$ cat src/rtl/uart_tx_fifo.sv
// UART transmitter with a first-word-fall-through transmit FIFO and a
// fractional (accumulator-based) baud generator; frames go out back-to-back.
module uart_tx_fifo #(
  parameter int unsigned CLK_HZ     = 100_000_000,
  parameter int unsigned BAUD       = 115200,
  parameter int unsigned DATA_BITS  = 8,
  parameter int unsigned PARITY     = 0,
  parameter int unsigned STOP_BITS  = 1,
  parameter int unsigned FIFO_DEPTH = 16
) (
  input  logic                          sys_clk_i,
  input  logic                          sys_rst_i,
  input  logic                          uart_wr_i,
  input  logic [DATA_BITS-1:0]          uart_dat_i,
  output logic                          uart_rdy_o,
  output logic                          uart_busy_o,
  output logic [$clog2(FIFO_DEPTH):0]   uart_level_o,
  output logic                          uart_ovf_o,
  output logic                          uart_tx_o
);

  localparam int unsigned AW = $clog2(FIFO_DEPTH);
  localparam int unsigned LW = AW + 1;

  typedef enum logic [2:0] {
    S_IDLE,
    S_START,
    S_DATA,
    S_PARITY,
    S_STOP
  } state_t;

  state_t               state;
  logic [DATA_BITS-1:0] mem [FIFO_DEPTH];
  logic [AW-1:0]        wr_ptr, rd_ptr;
  logic [LW-1:0]        level, level_nxt;
  logic                 rdy_q, ovf_q;
  logic                 push, pop, empty;
  logic [DATA_BITS-1:0] rd_data;
  logic                 par_nxt;

  logic [31:0]          acc, acc_sum;
  logic                 tick;
  logic [DATA_BITS-1:0] shreg;
  logic                 par_q;
  logic [3:0]           bit_cnt;
  logic                 stop_cnt;
  logic                 stop_last;
  logic                 tx_q;

  assign empty     = (level == '0);
  assign rd_data   = mem[rd_ptr];
  assign push      = uart_wr_i & rdy_q;
  assign par_nxt   = (PARITY == 1) ? ~^rd_data : ^rd_data;

  assign acc_sum   = acc + BAUD;
  assign tick      = (acc_sum >= CLK_HZ);
  assign stop_last = (state == S_STOP) && tick && (stop_cnt == 1'(STOP_BITS - 1));
  // A frame is loaded either from idle or straight off the final stop tick.
  assign pop       = !empty && ((state == S_IDLE) || stop_last);

  always_comb begin
    level_nxt = level;
    if (push && !pop)
      level_nxt = level + LW'(1);
    else if (pop && !push)
      level_nxt = level - LW'(1);
  end

  always_ff @(posedge sys_clk_i) begin
    if (push)
      mem[wr_ptr] <= uart_dat_i;
  end

  always_ff @(posedge sys_clk_i) begin
    if (sys_rst_i) begin
      wr_ptr <= '0;
      rd_ptr <= '0;
      level  <= '0;
      rdy_q  <= 1'b1;
      ovf_q  <= 1'b0;
    end else begin
      if (push)
        wr_ptr <= wr_ptr + AW'(1);
      if (pop)
        rd_ptr <= rd_ptr + AW'(1);
      level <= level_nxt;
      rdy_q <= (level_nxt != LW'(FIFO_DEPTH));
      if (uart_wr_i && !rdy_q)
        ovf_q <= 1'b1;
    end
  end

  always_ff @(posedge sys_clk_i) begin
    if (sys_rst_i) begin
      state    <= S_IDLE;
      tx_q     <= 1'b1;
      acc      <= '0;
      shreg    <= '0;
      par_q    <= 1'b0;
      bit_cnt  <= '0;
      stop_cnt <= 1'b0;
    end else begin
      acc <= tick ? (acc_sum - CLK_HZ) : acc_sum;
      case (state)
        S_IDLE: begin
          acc  <= '0;
          tx_q <= 1'b1;
        end
        S_START: begin
          if (tick) begin
            state   <= S_DATA;
            tx_q    <= shreg[0];
            bit_cnt <= '0;
          end
        end
        S_DATA: begin
          if (tick) begin
            if (bit_cnt == 4'(DATA_BITS - 1)) begin
              if (PARITY != 0) begin
                state <= S_PARITY;
                tx_q  <= par_q;
              end else begin
                state    <= S_STOP;
                tx_q     <= 1'b1;
                stop_cnt <= 1'b0;
              end
            end else begin
              shreg   <= shreg >> 1;
              tx_q    <= shreg[1];
              bit_cnt <= bit_cnt + 4'd1;
            end
          end
        end
        S_PARITY: begin
          if (tick) begin
            state    <= S_STOP;
            tx_q     <= 1'b1;
            stop_cnt <= 1'b0;
          end
        end
        S_STOP: begin
          if (stop_last)
            state <= S_IDLE;
          else if (tick)
            stop_cnt <= stop_cnt + 1'b1;
        end
        default: state <= S_IDLE;
      endcase
      // Frame load overrides the per-state updates above (idle or stop->start).
      if (pop) begin
        state <= S_START;
        tx_q  <= 1'b0;
        shreg <= rd_data;
        par_q <= par_nxt;
        acc   <= '0;
      end
    end
  end

  assign uart_rdy_o   = rdy_q;
  assign uart_ovf_o   = ovf_q;
  assign uart_level_o = level;
  assign uart_tx_o    = tx_q;
  assign uart_busy_o  = (state != S_IDLE) || (level != '0);

endmodule

$ cat config.mk
export PLATFORM = sky130hd
export DESIGN_NAME = uart_tx_fifo
export DESIGN_NICKNAME = d
export VERILOG_FILES = /design/src/rtl/uart_tx_fifo.sv
export SDC_FILE = /design/constraint.sdc
export NUM_CORES = 1
export LEC_CHECK = 0
export ABC_AREA = 1
export BUFFER_PORTS_ARGS = -buffer_cell sky130_fd_sc_hd__buf_2
export CAP_MARGIN = 5
export CORE_MARGIN = 2
export CORE_UTILIZATION = 63
export DETAILED_ROUTE_END_ITERATION = 12
export PLACE_DENSITY = 0.82
export SETUP_SLACK_MARGIN = 0.5
export SYNTH_ARGS = -nofsm -noshare
export SYNTH_HDL_FRONTEND = slang
export SYNTH_SLANG_ARGS = --single-unit
$ cat constraint.sdc
create_clock -name sys_clk_i -period 2.8 [get_ports sys_clk_i]
set_input_delay 0 -clock sys_clk_i [delete_from_list [all_inputs] [get_ports sys_clk_i]]
set_output_delay 0 -clock sys_clk_i [all_outputs]
set_load 0.005 [all_outputs]
==> results summary <==
The leakage power total came out at 4.30 nW. The data required time at the worst endpoint is 3.17 ns. The number of detailed-route iterations in the first pass came out at 7. The share of the clock period used by the worst path after layout came out at 101%.

The number of different library cells in the post-synthesis netlist came out at 48. The via count is 8058. The clock tree skew after final layout came out at 0.0122 ns.

The number of buffers added on ports is 19. The checks that failed: negative setup slack. At the end of the flow the core is filled with cells to 81.4%.

For this run, the number of Yosys warnings is 0. The post-route antenna net violation count came out at 0. The total overflow left after global routing is 0.

The antenna diode count is 0. The number of global-route vias before repair is 7158. The cell area after synthesis is 0.00888 mm2.

The routed wire length per instance came out at 22.0 um. The cell repeated most along the worst path is sky130_fd_sc_hd__nand2_4. The commonest non-fill, non-tap cell in the layout is sky130_fd_sc_hd__edfxtp_1. The tightest min-delay check is of the reg2reg type. The synthesized area per cell came out at 9.66 um2. The worst setup path is launched from a flip-flop. In this run the core area contains 43 standard-cell rows. The largest fanout on the critical path came out at 5. The worst slack on hold paths came out at 0.478 ns.

The count of unresolved DRC violations after routing came out at 0. The worst setup path is of the reg2reg kind. The minimum clock period came out at 2.83 ns. The horizontal die dimension is 123 um. The number of buffers and inverters on the critical path is 2. Relative to the synthesized area, the layout overhead comes to 26.6%.

The die extent in y came out at 123 um. The most used flip-flop cell after synthesis is sky130_fd_sc_hd__edfxtp_1. The count of boundary I/O pins is 20. The run finished, with violations left. The latest clock arrival within the worst-skew pair is 0.45 ns. Multiplexer cells account for 3.41% of the synthesized area. The upper clock frequency limit came out at 0.353 GHz. After synthesis the netlist holds a flip-flop and latch count of 188.

The xor/xnor share of the synthesized area came out at 2.21%. The wire length of the first global-routing pass came out at 34900 um. Setup repair after global routing could not meet its margin everywhere. For this design the ratio of total power to cell area is 850 mW/mm2. The die outline area came out at 0.0151 mm2. The synthesized design contains 128 enable-type register cells. The final wirelength is 27100 um. The initial antenna violation count is 0. Traced cell by cell, the critical path runs through ha_4, nand2_4, inv_4, nand2_4, nand2_1, xor2_2, nand2_1, a21oi_2, nand3_2, nand2_2, nand2_2, nand2_4, nand2_4, nand2_8, buf_12, nand2_8, nand2_8, o21ai_0, a21oi_1. The number of max-capacitance violations reported came out at 0. The maximum count of clock buffers along a single path came out at 2. After detailed routing, the number of vias per cell comes to 6.55. The overall routing resource usage is 30.7%. The largest vdd supply drop came out at 0.768 mV. The simple logic cell fraction of the synthesized area is 17.7%. The effective utilization at floorplan came out at 64.2%. The count of nets after finishing is 1061.

The total core area is 0.0138 mm2. The number of hold violations in the final report came out at 0. The share of flip-flops with an asynchronous set or reset came out at 0%. On the worst path, the slowest cell contributes a delay of 0.37 ns. The sum of net half-perimeters after detailed placement came out at 12500 um. The cell count after synthesis is 920. The arithmetic-cell share of the synthesized area counting full adders, half adders and majority gates came out at 1.69%.

After the flow finishes, the layout carries non-filler instances totaling 1231. The largest family of logic cells by synthesized area is simple AND/OR/NAND/NOR gates. The ratio of cells with drive above 1 in the final layout is 31.0%. The worst-margin pin slew is 0.940 ns. STA puts the critical path data arrival time at 3.20 ns. CTS built an H-tree with a depth of 4. The post-synthesis compound-gate area fraction is 12.1%. The violation count after the first detailed-route iteration came out at 1251.

The number of sinks driven by the clock tree came out at 188. Entering global routing, the biggest net connects 43 pins. The final count of pins violating max slew is 0. The total power consumption of the routed design came out at 9.57 mW. The register clock-pin slew on the reported worst setup and hold paths is 0.08 ns. The buffer cell driving the clock tree root is sky130_fd_sc_hd__clkbuf_16. The remaining max-slew budget at the tightest pin came out at 37.3%. The TritonCTS clock tree is yes. The sequential share of the synthesized area came out at 56.8%. The final setup violation count is 3.

Before CTS, the worst setup slack after placement is 0.0917 ns. The number of nets in the synthesized netlist is 943. The top cell types in the final layout, fill and taps aside, are 128 x sky130_fd_sc_hd__edfxtp_1, 103 x sky130_fd_sc_hd__nand2_1, 93 x sky130_fd_sc_hd__inv_1. The total placed cells including tap cells is 1116.

The minimum setup slack in the final design is -0.0290 ns. Counting the buffers created by CTS gives 17. The cell with the largest stage delay on the worst path is sky130_fd_sc_hd__dfxtp_4. The routability-driven placement congestion ratio came out at 0.889. The capturing element type of the critical path is a flip-flop. The cell family contributing the most delay on the critical path is simple AND/OR/NAND/NOR gates.
stage by stage:
| step | TNS (ns) | instance area (um2) |
|---|---|---|
| finish | -0.0684 | 11300 |
| global route | -2.02 | 11300 |
| CTS | 0 | 10800 |
| detailed placement | 0 | 9350 |
| global placement | 0 | 9350 |
| floorplan | 0 | 8940 |
sequential cells by signal, indices dropped and copies added, names as in the netlist, named ones only:
register	cells
bit_cnt	4
shreg	8
uart_tx_o	1
uart_level_o	5
wr_ptr	4
uart_rdy_o	1
rd_ptr	4
state	3
stop_cnt	1
uart_ovf_o	1
acc	24
mem	128
layout make-up:
cell class / instances / area [um2]
repair buffers: 129 / 1050
flip-flops and latches: 188 / 5070
clock inverters: 15 / 140
multi-input cells: 596 / 3930
well taps: 180 / 225
fillers: 637 / 2580
clock buffers: 17 / 425
inverters: 106 / 418
kinds of logic (layout without fill, tap and decap cells):
group / Yosys count / count (layout)
and+or+nand+nor: 335 / 338
DFF: 188 / 188
muxes: 30 / 30
xor gates and xnor gates: 19 / 19
AOI/OAI and AO/OA: 197 / 197
buffers and inverters: 139 / 267
adders and majority gates: 12 / 12
metal layers:
layer | wire length [um] | track usage, % | part of all wire [%]
met3 | 2610 | 5.11 | 9.6
met1 | 9280 | 38.4 | 34
met5 | 0 | 0 | 0
met4 | 1940 | 16.4 | 7.1
met2 | 13300 | 51.1 | 49
report_power, final:
part	switching, mW	leakage [nW]	internal (mW)
Sequential	0.246	1.65	3.16
Clock	1.18	0.283	1.18
Combinational	2.30	2.36	1.49
what timing repair did:
item | 4_1_cts | 5_1_grt
pin swaps | 30 | 36
setup endpoints to repair | 53 | 55
gates resized for setup | 83 | 92
cloned | 3 | 0
buffers inserted | 49 | 20
hold buffers | 11 | 0
hold endpoints to repair | 142 | 0
Yosys cell counts, types with 2 or more instances:
cell type / number / area [um2]
sky130_fd_sc_hd__buf_2: 4 / 20.0
sky130_fd_sc_hd__mux2i_1: 28 / 280
sky130_fd_sc_hd__ha_1: 12 / 150
sky130_fd_sc_hd__mux2_2: 2 / 22.5
sky130_fd_sc_hd__nor2_1: 79 / 297
sky130_fd_sc_hd__xor2_1: 12 / 105
sky130_fd_sc_hd__a21oi_1: 74 / 370
sky130_fd_sc_hd__o22ai_1: 2 / 12.5
sky130_fd_sc_hd__nor3_1: 15 / 75.1
sky130_fd_sc_hd__nor3b_1: 3 / 22.5
sky130_fd_sc_hd__nor3_2: 3 / 30.0
sky130_fd_sc_hd__or2_2: 5 / 31.3
sky130_fd_sc_hd__xnor2_1: 3 / 26.3
sky130_fd_sc_hd__edfxtp_1: 128 / 3840
sky130_fd_sc_hd__and3_1: 2 / 12.5
sky130_fd_sc_hd__dfxtp_1: 60 / 1200
sky130_fd_sc_hd__a21oi_2: 2 / 17.5
sky130_fd_sc_hd__o21ai_1: 3 / 15.0
sky130_fd_sc_hd__clkbuf_1: 25 / 93.8
sky130_fd_sc_hd__buf_4: 3 / 22.5
sky130_fd_sc_hd__inv_1: 97 / 364
sky130_fd_sc_hd__o21bai_1: 2 / 15.0
sky130_fd_sc_hd__nand2_4: 3 / 33.8
sky130_fd_sc_hd__nand3_1: 46 / 230
sky130_fd_sc_hd__nand2_8: 3 / 60.1
sky130_fd_sc_hd__a211oi_1: 2 / 15.0
sky130_fd_sc_hd__nor2_4: 2 / 22.5
sky130_fd_sc_hd__nand2_1: 139 / 522
sky130_fd_sc_hd__nor2_2: 8 / 50.1
sky130_fd_sc_hd__nand4_1: 9 / 56.3
sky130_fd_sc_hd__nand2_2: 9 / 56.3
sky130_fd_sc_hd__o21ai_0: 81 / 405
sky130_fd_sc_hd__or3_1: 2 / 12.5
sky130_fd_sc_hd__o211ai_1: 17 / 128
sky130_fd_sc_hd__xor2_2: 4 / 65.1
sky130_fd_sc_hd__nand3_2: 2 / 20.0
sky130_fd_sc_hd__nand3b_1: 2 / 15.0
sky130_fd_sc_hd__inv_2: 8 / 30.0
sky130_fd_sc_hd__a31oi_1: 10 / 62.6
final timing paths:
kind,from,to,slack [ns],cells after the start
worst max-delay path,acc[9]$_SDFF_PP0_,shreg[0]$_SDFFE_PP0P_,-0.03,19
worst min-delay path,shreg[7]$_SDFFE_PP0P_,shreg[7]$_SDFFE_PP0P_,0.48,2
worst max register to register,acc[9]$_SDFF_PP0_,shreg[0]$_SDFFE_PP0P_,-0.03,19
worst min register to register,shreg[7]$_SDFFE_PP0P_,shreg[7]$_SDFFE_PP0P_,0.48,2
tightest hold or removal path, stage by stage (launching register included):
cell and delay, ns:
sky130_fd_sc_hd__dfxtp_1 0.32, sky130_fd_sc_hd__nand2_1 0.07, sky130_fd_sc_hd__a21oi_1 0.05
No activity file was read; power rests on OpenSTA's default activity.
